### config.mk
export PLATFORM = sky130hd
export DESIGN_NAME = prog_clk_div
export DESIGN_NICKNAME = d
export VERILOG_FILES = /design/src/rtl/clk_div_pkg.sv /design/src/rtl/clk_div_phase_cnt.sv /design/src/rtl/prog_clk_div.sv
export SDC_FILE = /design/constraint.sdc
export NUM_CORES = 1
export LEC_CHECK = 0
export CAP_MARGIN = 20
export CORE_MARGIN = 4
export CORE_UTILIZATION = 50
export DETAILED_ROUTE_END_ITERATION = 8
export GPL_TIMING_DRIVEN = 0
export PLACE_DENSITY_LB_ADDON = 0.1
export SETUP_SLACK_MARGIN = 0.05
export SLEW_MARGIN = 20
export SYNTH_ARGS = -nofsm -noshare
export SYNTH_HDL_FRONTEND = slang
export SYNTH_SLANG_ARGS = --single-unit
### constraint.sdc
create_clock -name clk -period 5.1 [get_ports clk]
set_input_delay 1.02 -clock clk [delete_from_list [all_inputs] [get_ports clk]]
set_output_delay 1.02 -clock clk [all_outputs]
set_load 0.03 [all_outputs]
### src/rtl/clk_div_pkg.sv
// Shared types and helpers for the programmable clock divider.
// Holds the FSM state encoding, the minimum ratio and the clamp/duty helper functions.
package clk_div_pkg;

    typedef enum logic [1:0] {
        IDLE  = 2'd0,
        RUN   = 2'd1,
        DRAIN = 2'd2
    } state_t;

    localparam logic [31:0] MIN_RATIO = 32'd2;

    // Ratios of 0 and 1 cannot form a period with a high and a low phase, so they run as 2.
    function automatic logic [31:0] clamp_ratio(input logic [31:0] ratio);
        return (ratio < MIN_RATIO) ? MIN_RATIO : ratio;
    endfunction

    // Pulse mode is high only in phase 0; duty mode is high for the first ceil(N/2) phases.
    function automatic logic duty_high(input logic [31:0] phase,
                                       input logic [31:0] ratio,
                                       input logic        mode);
        if (mode)
            return (phase < ((ratio + 32'd1) >> 1));
        else
            return (phase == 32'd0);
    endfunction

endpackage

### src/rtl/clk_div_phase_cnt.sv
// Phase counter for the clock divider: counts 0..ratio_q-1 and wraps.
// next_phase is exposed so the parent can register its outputs one cycle early.
module clk_div_phase_cnt
    import clk_div_pkg::*;
#(
    parameter int CNT_W = 8
) (
    input  logic             clk,
    input  logic             rst,
    input  logic             clear,
    input  logic             enable,
    input  logic [CNT_W-1:0] ratio_q,
    output logic [CNT_W-1:0] phase,
    output logic [CNT_W-1:0] next_phase,
    output logic             last
);

    localparam logic [CNT_W-1:0] ONE = CNT_W'(1);

    assign last = (phase == (ratio_q - ONE));

    always_comb begin
        next_phase = phase;
        if (clear)
            next_phase = '0;
        else if (enable)
            next_phase = last ? '0 : (phase + ONE);
    end

    always_ff @(posedge clk) begin
        if (rst)
            phase <= '0;
        else
            phase <= next_phase;
    end

endmodule

### src/rtl/prog_clk_div.sv
// Programmable synchronous clock divider with pulse / ~50% duty modes and a period tick.
// Ratio and mode are shadowed and only refreshed on the edge that enters phase 0.
module prog_clk_div
    import clk_div_pkg::*;
#(
    parameter int CNT_W    = 8,
    parameter bit DEF_MODE = 1'b0
) (
    input  logic             clk,
    input  logic             rst,
    input  logic             en,
    input  logic [CNT_W-1:0] div_ratio,
    input  logic             mode,
    output logic             clk_out,
    output logic             tick,
    output logic             active
);

    state_t           state;
    state_t           next_state;
    logic [CNT_W-1:0] phase;
    logic [CNT_W-1:0] next_phase;
    logic [CNT_W-1:0] ratio_q;
    logic [CNT_W-1:0] next_ratio;
    logic             mode_q;
    logic             next_mode;
    logic             last;
    logic             load;
    logic             cnt_clear;
    logic             cnt_en;

    // load marks every transition into phase 0 of a running period
    always_comb begin
        next_state = state;
        load       = 1'b0;
        case (state)
            IDLE: begin
                if (en) begin
                    next_state = RUN;
                    load       = 1'b1;
                end
            end
            RUN: begin
                if (last) begin
                    if (en)
                        load = 1'b1;
                    else
                        next_state = IDLE;
                end else if (!en) begin
                    next_state = DRAIN;
                end
            end
            DRAIN: begin
                if (en) begin
                    next_state = RUN;
                    if (last)
                        load = 1'b1;
                end else if (last) begin
                    next_state = IDLE;
                end
            end
            default: next_state = IDLE;
        endcase

        cnt_clear  = (next_state == IDLE);
        cnt_en     = (state != IDLE);
        next_ratio = load ? CNT_W'(clamp_ratio(32'(div_ratio))) : ratio_q;
        next_mode  = load ? mode : mode_q;
    end

    clk_div_phase_cnt #(
        .CNT_W (CNT_W)
    ) u_phase_cnt (
        .clk        (clk),
        .rst        (rst),
        .clear      (cnt_clear),
        .enable     (cnt_en),
        .ratio_q    (ratio_q),
        .phase      (phase),
        .next_phase (next_phase),
        .last       (last)
    );

    // Outputs are evaluated from the upcoming phase so they line up with it once registered.
    always_ff @(posedge clk) begin
        if (rst) begin
            state   <= IDLE;
            ratio_q <= CNT_W'(MIN_RATIO);
            mode_q  <= DEF_MODE;
            clk_out <= 1'b0;
            tick    <= 1'b0;
        end else begin
            state   <= next_state;
            ratio_q <= next_ratio;
            mode_q  <= next_mode;
            tick    <= (next_state != IDLE) && (next_phase == '0);
            clk_out <= (next_state != IDLE) &&
                       duty_high(32'(next_phase), 32'(next_ratio), next_mode);
        end
    end

    assign active = (state != IDLE);

endmodule

==> results.py <==
metrics = {
    "outcome": {
        "status": "finished, final reports clean",
    },
    "sta": {
        "post-route-period-util": 0.9200,
        "relSlewSlack": 0.5626,
        "skew_ps": 1.407,
        "worst_pin_slew_ps": 651.7,
        "max_freq_ghz": 0.2131,
        "drv_slew": 0,
        "hold_viol": 0,
        "setup_violations": 0,
        "worst_slack_ps": 408.0,
        "hold_slack_ps": 556.8,
        "rsz0062_at_grt": "false",
        "min_period_ps": 4692,
        "finalSetupTns_ps": 0,
    },
    "min_path": {
        "holdCritPathClass": "reg2reg",
    },
    "critical_path": {
        "cp.arrival_ps": 4950,
        "worst_setup_path_start_kind": "flip-flop",
        "end_kind": "flip-flop",
        "path_max_fanout": 10,
        "path_class": "reg2reg",
        "required_ps": 5360,
    },
    "synthesis": {
        "synth_fp_nets": 257,
        "yosys-top-cells-area": "dfxtp_1 23%, ha_1 9.8%, nor2_1 7.6%",
        "synth.largest_area_cell": "dfxtp_1",
        "ys_warn_count": 0,
        "synth_cells": 231,
        "yosysMostFrequentCell": "nor2_1",
        "ys_seq_elements": 21,
        "synthDistinctLibCells": 53,
        "synth_edf_count": 0,
        "async_flop_share": 0,
        "synth_area_um2": 1789,
        "synth_top_area_frac": 0.2350,
        "ys_seq_area_frac": 0.2350,
        "synth.avg_cell_area_um2": 7.746,
        "synth_ff_type": "dfxtp_1",
        "synth_commonest_cells": "36 x nor2_1, 21 x dfxtp_1, 18 x nand2_1, 15 x a21oi_1, 14 x ha_1",
    },
    "die": {
        "die_height_um": 67.82,
        "core_area_um2": 3390,
        "start_util": 0.5279,
        "dieArea_um2": 4600,
        "die_w_um": 67.82,
        "num_rows": 21,
        "ios": 15,
    },
    "clock_network": {
        "numCtsBuffers": 3,
        "htree_levels": 1,
        "hold_buffers": 0,
        "clk_pin_slew_ps": 130,
        "clock_sinks": 21,
        "cts-root-buf": "clkbuf_4",
        "cts_buffer_depth": 2,
        "clock_latency_ps": 320,
        "tritoncts": "built",
    },
    "cells_and_area": {
        "area_delta_synth_final_pct": 13.08,
        "fin_util": 0.5969,
        "drive_gt1_frac": 0.06827,
        "seq_area_um2": 420.4,
        "multi_input_area_um2": 1279,
        "fill_cells": 317,
        "nets": 276,
        "diodes": 0,
        "stdcell_area_um2": 2023,
        "stdcell_count": 295,
    },
    "power": {
        "p_clk_frac": 0.179,
        "netSwitchingFraction": 0.3989,
        "power_switching_uw": 199.1,
        "internal-power_uw": 300.1,
        "irDropWorstVdd_uv": 144.3,
        "power_uw": 499.3,
        "powerDensity_nw_per_um2": 246.8,
        "seq_power_share": 0.381,
        "comb_power_share": 0.440,
        "leakagePower_nw": 0.8117,
    },
    "route": {
        "drc": 0,
        "avgViaCountPerCell": 5.671,
        "first_pass_iters": 4,
        "post_drt_wl_per_cell_um": 14.49,
        "wirelength_um": 4276,
        "first_iter_violations": 100,
        "ant_nets": 0,
        "vias": 1673,
    },
    "place": {
        "post-dp-hpwl_um": 3286,
        "dp.cells": 291,
        "postPlaceCellArea_um2": 1987,
        "post-place-ws_ps": 180.4,
        "portBuffers": 14,
        "routabilityCongestion": 0.8427,
    },
    "global_route": {
        "antenna_found_initial": 0,
        "overflow": 0,
        "grt_max_degree": 12,
        "grt_pass1_vias": 1480,
        "grt_pass1_wl_um": 6941,
        "track_usage": 0.2003,
    },
    "flow_run": {
        "drv_cap": 0,
    },
}
flip-flops by register name, indices dropped and copies added (netlist names):
name               flops
clk_out                1
mode_q                 1
ratio_q                8
state                  2
tick                   1
u_phase_cnt.phase      8
routing by layer:
metal | track usage | vias to the layer above | routed length (um)
li1 | - | 865 | -
met1 | 0.2982 | 768 | 2210
met2 | 0.3026 | 34 | 1840
met3 | 0.02627 | 6 | 171
met4 | 0.05211 | 0 | 53
met5 | 0 | - | 0
cell type report:
cell class                      count  share of cell area
Tap cell                           46             0.02845
Multi-Input combinational cell    190              0.6320
Sequential cell                    21              0.2078
Clock buffer                        4             0.01299
Timing Repair Buffer               15             0.07297
Inverter                            8             0.01484
Buffer                             11             0.03092
power groups by stage:
stage	logic [mW]	clock network, mW	registers [mW]
2_1_floorplan	0.149	0	0.198
3_3_place_gp	0.215	0	0.192
3_5_place_dp	0.215	0	0.193
4_1_cts	0.217	0.0881	0.189
5_1_grt	0.241	0.0946	0.192
6_report	0.220	0.0892	0.190
logic make-up (layout without fill, tap and decap cells):
group | Yosys count | after routing | share of synthesized area
compound gates | 53 | 53 | 0.2049
buf+inv | 20 | 38 | 0.05384
flops | 21 | 21 | 0.2350
mux | 11 | 11 | 0.06364
fa+ha+maj | 14 | 14 | 0.09790
xor+xnor | 21 | 21 | 0.1028
simple gates | 91 | 91 | 0.2420
worst paths after layout:
path / startpoint / end / slack (ps) / depth (start not counted)
max: ratio_q[4] / clk_out / 410 / 21
min: mode_q / mode_q / 560 / 2
max reg2reg: ratio_q[4] / clk_out / 410 / 21
min reg2reg: mode_q / mode_q / 560 / 2
repair_timing:
action,in CTS,in global routing
endpoints found under the setup margin,0,1
buffers inserted,0,1
resized for setup,0,1
worst max-delay path, cell delays in order, from the launching register on:
cell and delay [ps]:
dfxtp_1 320, buf_2 170, or3_1 350, or4_4 440, and4b_1 220, o2111ai_1 220, a211oi_2 130, buf_4 150
buf_4 160, o21ai_0 270, ha_1 270, nand3_1 120, nor2_1 230, xnor2_1 150, nor2_1 50, a21oi_1 110
ha_1 250, a21o_1 160, a21o_1 170, a221oi_1 360, o2111ai_1 170, a2bb2oi_1 170
cells in the final DEF, fill, tap and decap left out, types with 2 or more instances in the layout:
cell             count
and2_1               2
a21o_1               2
nor2b_1              3
clkbuf_1             6
a21oi_1             15
o21ai_0              6
a31oi_1              5
dfxtp_1             21
o211ai_1             3
nand3_1             10
a22oi_1              2
clkdlybuf4s50_1     14
mux2i_1             10
buf_4                2
nand2_1             18
buf_6                2
inv_1                8
buf_2                2
o31ai_1              2
xor2_1              11
clkbuf_4             3
ha_1                14
o21a_1               2
nor2_1              36
o2111ai_1            2
nor4_1               3
xnor2_1             10
and3_1               2
nor3_1               5
or3_1                2
(Power assumes the default switching activity.)
